File: src/rtl/adder3.sv
// Three-input one-bit adder with per-bit synchronizer chain on SW.
// LEDR, HEX0 and CHG are registered and update together from the last sync stage.
module adder3 #(
   parameter int SYNC_STAGES = 2
) (
   input  logic       CLOCK_50,
   input  logic       RESET_N,
   input  logic [2:0] SW,
   output logic [1:0] LEDR,
   output logic [6:0] HEX0,
   output logic       CHG
);

   logic [SYNC_STAGES-1:0][2:0] sync_q;
   logic [2:0]                  sw_sync;
   logic [1:0]                  sum;
   logic [6:0]                  seg;

   assign sw_sync = sync_q[SYNC_STAGES-1];

   always_comb begin
      sum = {1'b0, sw_sync[0]} + {1'b0, sw_sync[1]} + {1'b0, sw_sync[2]};
   end

   // Active-low segments, bit 6..0 = g..a.
   always_comb begin
      seg = 7'b1000000;
      case (sum)
         2'd0: seg = 7'b1000000;
         2'd1: seg = 7'b1111001;
         2'd2: seg = 7'b0100100;
         2'd3: seg = 7'b0110000;
         default: seg = 7'b1000000;
      endcase
   end

   always_ff @(posedge CLOCK_50 or negedge RESET_N) begin
      if (!RESET_N) begin
         sync_q <= '0;
         LEDR   <= 2'b00;
         HEX0   <= 7'b1000000;
         CHG    <= 1'b0;
      end else begin
         sync_q <= {sync_q[SYNC_STAGES-2:0], SW};
         LEDR   <= sum;
         HEX0   <= seg;
         CHG    <= (sum != LEDR);
      end
   end

endmodule

File: config.mk
export PLATFORM = sky130hd
export DESIGN_NAME = adder3
export DESIGN_NICKNAME = d
export VERILOG_FILES = /design/src/rtl/adder3.sv
export SDC_FILE = /design/constraint.sdc
export NUM_CORES = 1
export LEC_CHECK = 0
export ABC_AREA = 1
export BUFFER_PORTS_ARGS = -buffer_cell sky130_fd_sc_hd__buf_4
export CORE_AREA = 5 5 42 44
export CTS_CLUSTER_SIZE = 20
export DETAILED_ROUTE_END_ITERATION = 16
export DIE_AREA = 0 0 47 49
export GPL_ROUTABILITY_DRIVEN = 0
export HOLD_SLACK_MARGIN = 0.08
export SYNTH_ARGS = -nofsm -noshare
export SYNTH_HDL_FRONTEND = slang
export SYNTH_SLANG_ARGS = --single-unit
File: constraint.sdc
create_clock -name CLOCK_50 -period 3.8 [get_ports CLOCK_50]
set_input_delay 0.19 -clock CLOCK_50 [delete_from_list [all_inputs] [get_ports CLOCK_50]]
set_output_delay 0.19 -clock CLOCK_50 [all_outputs]
set_load 0.01 [all_outputs]
==> results.yml, run 1 <==
sta:
  min_period_ns: 1.273
  grt_setup_unrepaired: "false"
  finalCritPeriodShare_pct: 33.49
  finalMaxSlewViolations: 0
  timing.fmax_mhz: 785.7
  tns_ns: 0
  setup_viol: 0
  fin_hold_ws_ns: 0.2922
  fin_ws_ns: 2.527
  fin_worst_skew_ns: 0.003133
  hold_violations: 0
routing:
  route.antenna.remaining_nets: 0
  drt_iter0_drc: 0
  drc: 0
  wl_per_cell_um: 9.377
  viasPerCell: 3.957
  routed_wl_um: 647
  vias: 273
  drt-pass1-iter-count: 1
critical_path:
  required_ns: 3.96
  crit_chain: "inv_1 > fa_1 > nand2_1 > inv_1 > nor2_1 > nand2_1"
  cp-start-kind: "flip-flop"
  path_max_fanout: 6
  rrSetupSlack_ns: 2.53
  cp_slowest_cell: "fa_1"
  timing.rr.start: "sw_sync[0]"
  worst-r2r-cell-count: 6
  critPathKind: "reg -> reg"
  cp-end-kind: "flip-flop"
  slowest_delay_ns: 0.51
  r2r_end: "CHG"
  arrival_ns: 1.43
clocking:
  cts_tree: "yes"
  clk_latency_ns: 0.27
  cts-buffers-inserted: 3
  clockBufferDepth: 2
  cts_setup_buffers: 0
  h-tree-depth: 1
  ctsRootBufferMaster: "clkbuf_4"
  clk_pin_slew_worst_paths_ns: 0.07
  cts_sinks: 13
place:
  dpl-instance-area_um2: 534.3
  pre_cts_slack_ns: 2.524
  portBuffers: 13
  dp_hpwl_um: 474.8
synthesis:
  syn_inst: 35
  synth_seq_cells: 13
  seq_area_frac_synth_pct: 74.36
  synth_fp_nets: 41
  avgSynthCellArea_um2: 12.55
  netlist-cell-type-count: 10
  synth_area_um2: 439.2
  ys.warnings.count: 0
grt:
  antenna_found_initial: 0
  grt_max_degree: 14
  overflow: 0
  grt_pass1_wl_mm: 1.083
  grt_pass1_vias: 273
  grt_util_all_layers_pct: 6.958
outcome:
  status: "completed"
final_layout:
  fin_nets: 60
  area_growth_pct: 36.75
  fin_util_pct: 42.86
  fin_area_um2: 600.6
  diodes: 0
  drive_above_1_share_pct: 35.85
  n_fill_cell: 140
flow_run:
  drv_cap: 0
floorplan:
  start_util_pct: 31.34
  die_width_um: 47
  die_h_um: 49
  core-area_mm2: 0.001401
  ios: 15
  dieArea_mm2: 0.002303
  rows: 14
power:
  power.density_mw_per_mm2: 474.7
  p_leak_nw: 0.3168
  max-vdd-ir-drop_mv: 0.2389
min_path:
  hold_class: "in -> async"
## final cells by class
| type | instances | area [um2] | share of cell area, % |
|---|---|---|---|
| Sequential cell | 13 | 326.6 | 54.37 |
| Timing Repair Buffer | 17 | 137.6 | 22.92 |
| Multi-Input combinational cell | 12 | 63.81 | 10.63 |
| Clock buffer | 4 | 26.28 | 4.375 |
| Inverter | 7 | 26.28 | 4.375 |
| Tap cell | 16 | 20.02 | 3.333 |
## logic make-up after synthesis
group / share of synthesized area [%]
flip-flops: 74.36
adder cells (fa/ha/maj): 4.559
other: 0.8539
AND/OR/NAND/NOR: 9.117
buffers and inverters: 11.11
## where the power goes
| part | total [W] | internal, W | leakage (nW) | switching [W] |
|---|---|---|---|---|
| clock network | 0.0000805 | 0.0000406 | 0.0150 | 0.0000399 |
| logic | 0.0000484 | 0.0000251 | 0.152 | 0.0000233 |
| registers | 0.000156 | 0.000151 | 0.150 | 0.00000541 |
| total | 0.000285 | 0.000217 | 0.317 | 0.0000686 |
## sequential cells by signal, indices dropped and copies added, names as in the netlist
register / count
CHG: 1
HEX0: 4
LEDR: 2
sw_sync: 3
sync_q: 3
## placed cells by master (no fill, tap or decap)
| cell type | instances |
|---|---|
| dfstp_2 | 1 |
| inv_1 | 6 |
| dfrtp_1 | 12 |
| conb_1 | 1 |
| fa_1 | 1 |
| inv_2 | 1 |
| clkbuf_4 | 3 |
| nor2_1 | 4 |
| nand2_2 | 1 |
| dlygate4sd3_1 | 4 |
| nand2_1 | 5 |
| buf_4 | 13 |
| clkbuf_1 | 1 |
## worst max-delay path by stage
| stage | startpoint | to | slack, ns |
|---|---|---|---|
| after global placement | sw_sync[0] | CHG | 2.55 |
| after CTS | sw_sync[0] | CHG | 2.51 |
| after floorplan | sw_sync[0] | CHG | 2.58 |
| after global routing | sw_sync[0] | CHG | 2.41 |
| final | sw_sync[0] | CHG | 2.53 |
| after detailed placement | sw_sync[0] | CHG | 2.52 |
## worst max-delay path: cells and delay by family, from the launching register on
family	cells	cell delay [ns]
fa+ha+maj	1	0.51
buf+inv	2	0.09
flops	1	0.33
simple gates	3	0.23
## synth_stat cells
| cell | instances | area share, % |
|---|---|---|
| nor2_1 | 4 | 3.4 |
| dfstp_2 | 1 | 6.0 |
| inv_2 | 1 | 0.85 |
| dfrtp_1 | 12 | 68 |
| nand2_2 | 1 | 1.4 |
| nand2_1 | 5 | 4.3 |
| conb_1 | 1 | 0.85 |
| inv_1 | 6 | 5.1 |
| buf_4 | 3 | 5.1 |
| fa_1 | 1 | 4.6 |
## through the flow
step,total power (W),cells
2_1_floorplan,0.0001832,35
3_3_place_gp,0.0002042,61
3_5_place_dp,0.0002056,61
4_1_cts,0.0002923,69
5_1_grt,0.0003039,69
6_report,0.0002851,69
## what timing repair did
action | 4_1_cts | 5_1_grt
resized for setup | 0 | 0
endpoints found under the hold margin | 16 | 0
hold buffers | 4 | 0
setup endpoints to repair | 0 | 0
## routing by layer
layer	wire length [um]	up-vias	track usage, %
li1	-	130	-
met1	206	125	7.226
met2	333	14	10.18
met3	83	4	2.214
met4	23	0	6.912
met5	0	-	0
Note: power is estimated with default switching activity, not from simulation.
==> run 2: changes to the inputs <==
clock period = 1.3 ns   (was 3.8 ns; I/O delays follow)
==> run 2 against run 1 <==
  * Setup slack worse by 2.5 ns
  * Critical path depth down 2
  * Maximum frequency up 0.71%
  * Sequential cell count unchanged
  * Wire length up 20%
  * Design area up 2.9%
  * Critical endpoint is now HEX0[5]
==> results.yml, run 2 (synthesis gave the netlist of run 1 again) <==
routing:
  route.antenna.remaining_nets: 0
  wl_per_cell_um: 10.90
  drc: 0
  dr_wl_met3_um: 82
  topRoutingLayerUsed: "met3"
  drt-pass1-iter-count: 2
  routed_wl_um: 774
  drt_iter0_drc: 1
  vias: 286
  viasPerCell: 4.028
  wl_met1_um: 213
  wl_met2_um: 478
final_layout:
  regArea_um2: 326.6
  regMostFlops: "HEX0"
  largest_reg_flops: 4
  layout_commonest_cell: "buf_4"
  finalNonFillerCells: 71
  drive_above_1_share_pct: 43.64
  area_growth_pct: 40.74
  layout_common_cells: "buf_4, dfrtp_1, nand2_1"
  fin_area_um2: 618.1
  fin_nets: 62
  multi_input_area_um2: 66.31
  diodes: 0
  n_fill_cell: 148
grt:
  grt_util_all_layers_pct: 8.155
  grt_pass1_vias: 291
  overflow: 0
  antenna_found_initial: 0
  grt_max_degree: 14
  grt_pass1_wl_mm: 1.193
critical_path:
  critPathKind: "reg -> reg"
  crit_chain: "inv_1 > fa_2 > buf_4 > nand2_1"
  cp-start-kind: "flip-flop"
  path_max_fanout: 3
  cp-end-kind: "flip-flop"
  timing.rr.start: "sw_sync[0]"
  required_ns: 1.46
  rrSetupSlack_ns: 0.04
  cp_slowest_cell: "fa_2"
  slowest_delay_ns: 0.60
  startpoint: "sw_sync[0]"
  arrival_ns: 1.43
clocking:
  cts_tree: "yes"
  clk_latency_ns: 0.27
  cts_sinks: 13
  h-tree-depth: 1
  ctsRootBufferMaster: "clkbuf_4"
  clk_pin_slew_worst_paths_ns: 0.07
  cts-buffers-inserted: 3
  clockBufferDepth: 2
floorplan:
  start_util_pct: 31.34
  core-area_mm2: 0.001401
  rows: 14
  die_width_um: 47
  ios: 15
  die_h_um: 49
  dieArea_mm2: 0.002303
place:
  dpl-instance-area_um2: 541.8
  pre_cts_slack_ns: 0.01377
  dp_hpwl_um: 515
  dpl.cell_count: 62
  portBuffers: 13
power:
  max-vdd-ir-drop_mv: 0.4878
  p_leak_nw: 0.3235
  power.density_mw_per_mm2: 1378
flow_run:
  drv_cap: 0
sta:
  fin_ws_ns: 0.03629
  grt_setup_unrepaired: "true"
  hold_violations: 0
  finalCritPeriodShare_pct: 97.21
  timing.fmax_mhz: 791.3
  tns_ns: 0
  fin_hold_ws_ns: 0.1673
  setup_viol: 0
  finalMaxSlewViolations: 0
  min_period_ns: 1.264
  fin_worst_skew_ns: 0.002577
outcome:
  status: "completed"
min_path:
  hold_class: "in -> async"
-- run 2: worst paths after layout --
check,end,cells after the start
setup / recovery,HEX0[5],4
hold / removal,HEX0[3],2
setup reg to reg,HEX0[5],4
hold reg to reg,sw_sync[0],0
max in group asynchronous,HEX0[6],2
min in group CLOCK_50,sw_sync[0],0
-- run 2: metal layers --
layer | vias to the layer above | GRT usage, %
li1 | 134 | -
met1 | 138 | 6.005
met2 | 14 | 13.80
met3 | 0 | 4.428
met4 | 0 | 6.912
met5 | - | 0
-- run 2: what timing repair did --
action,4_1_cts,5_1_grt
buffers inserted,0,1
setup endpoints to repair,1,1
hold buffers,4,0
endpoints found under the hold margin,16,0
gates cloned,0,0
pin swaps,0,3
gates resized for setup,1,2
-- run 2: layout make-up --
type	instances	share of cell area, %
flip-flops and latches	13	52.83
repair buffers	19	24.70
multi-input cells	12	10.73
clock buffers	4	4.251
inverters	7	4.251
well taps	16	3.239
-- run 2: stage by stage --
step                      util (%)  total power [W]
after global placement       38.66        0.0005997
final                        44.11        0.0008517
after floorplan                  -        0.0005356
after detailed placement     38.66        0.0006058
after CTS                    43.57        0.0008686
after global routing         44.11        0.0009157
-- run 2: power breakdown --
group	internal, W	total, W	switching, W	leakage, nW
clock	0.000119	0.000239	0.000120	0.0150
combinational	0.0000836	0.000157	0.0000732	0.158
sequential	0.000441	0.000456	0.0000154	0.150
total	0.000643	0.000852	0.000209	0.323
-- run 2: worst max-delay path, delay by kind of cell (launching register included) --
kind / cells / cell delay, ns
buf+inv: 2 / 0.18
flops: 1 / 0.33
simple gates: 1 / 0.05
fa+ha+maj: 1 / 0.60
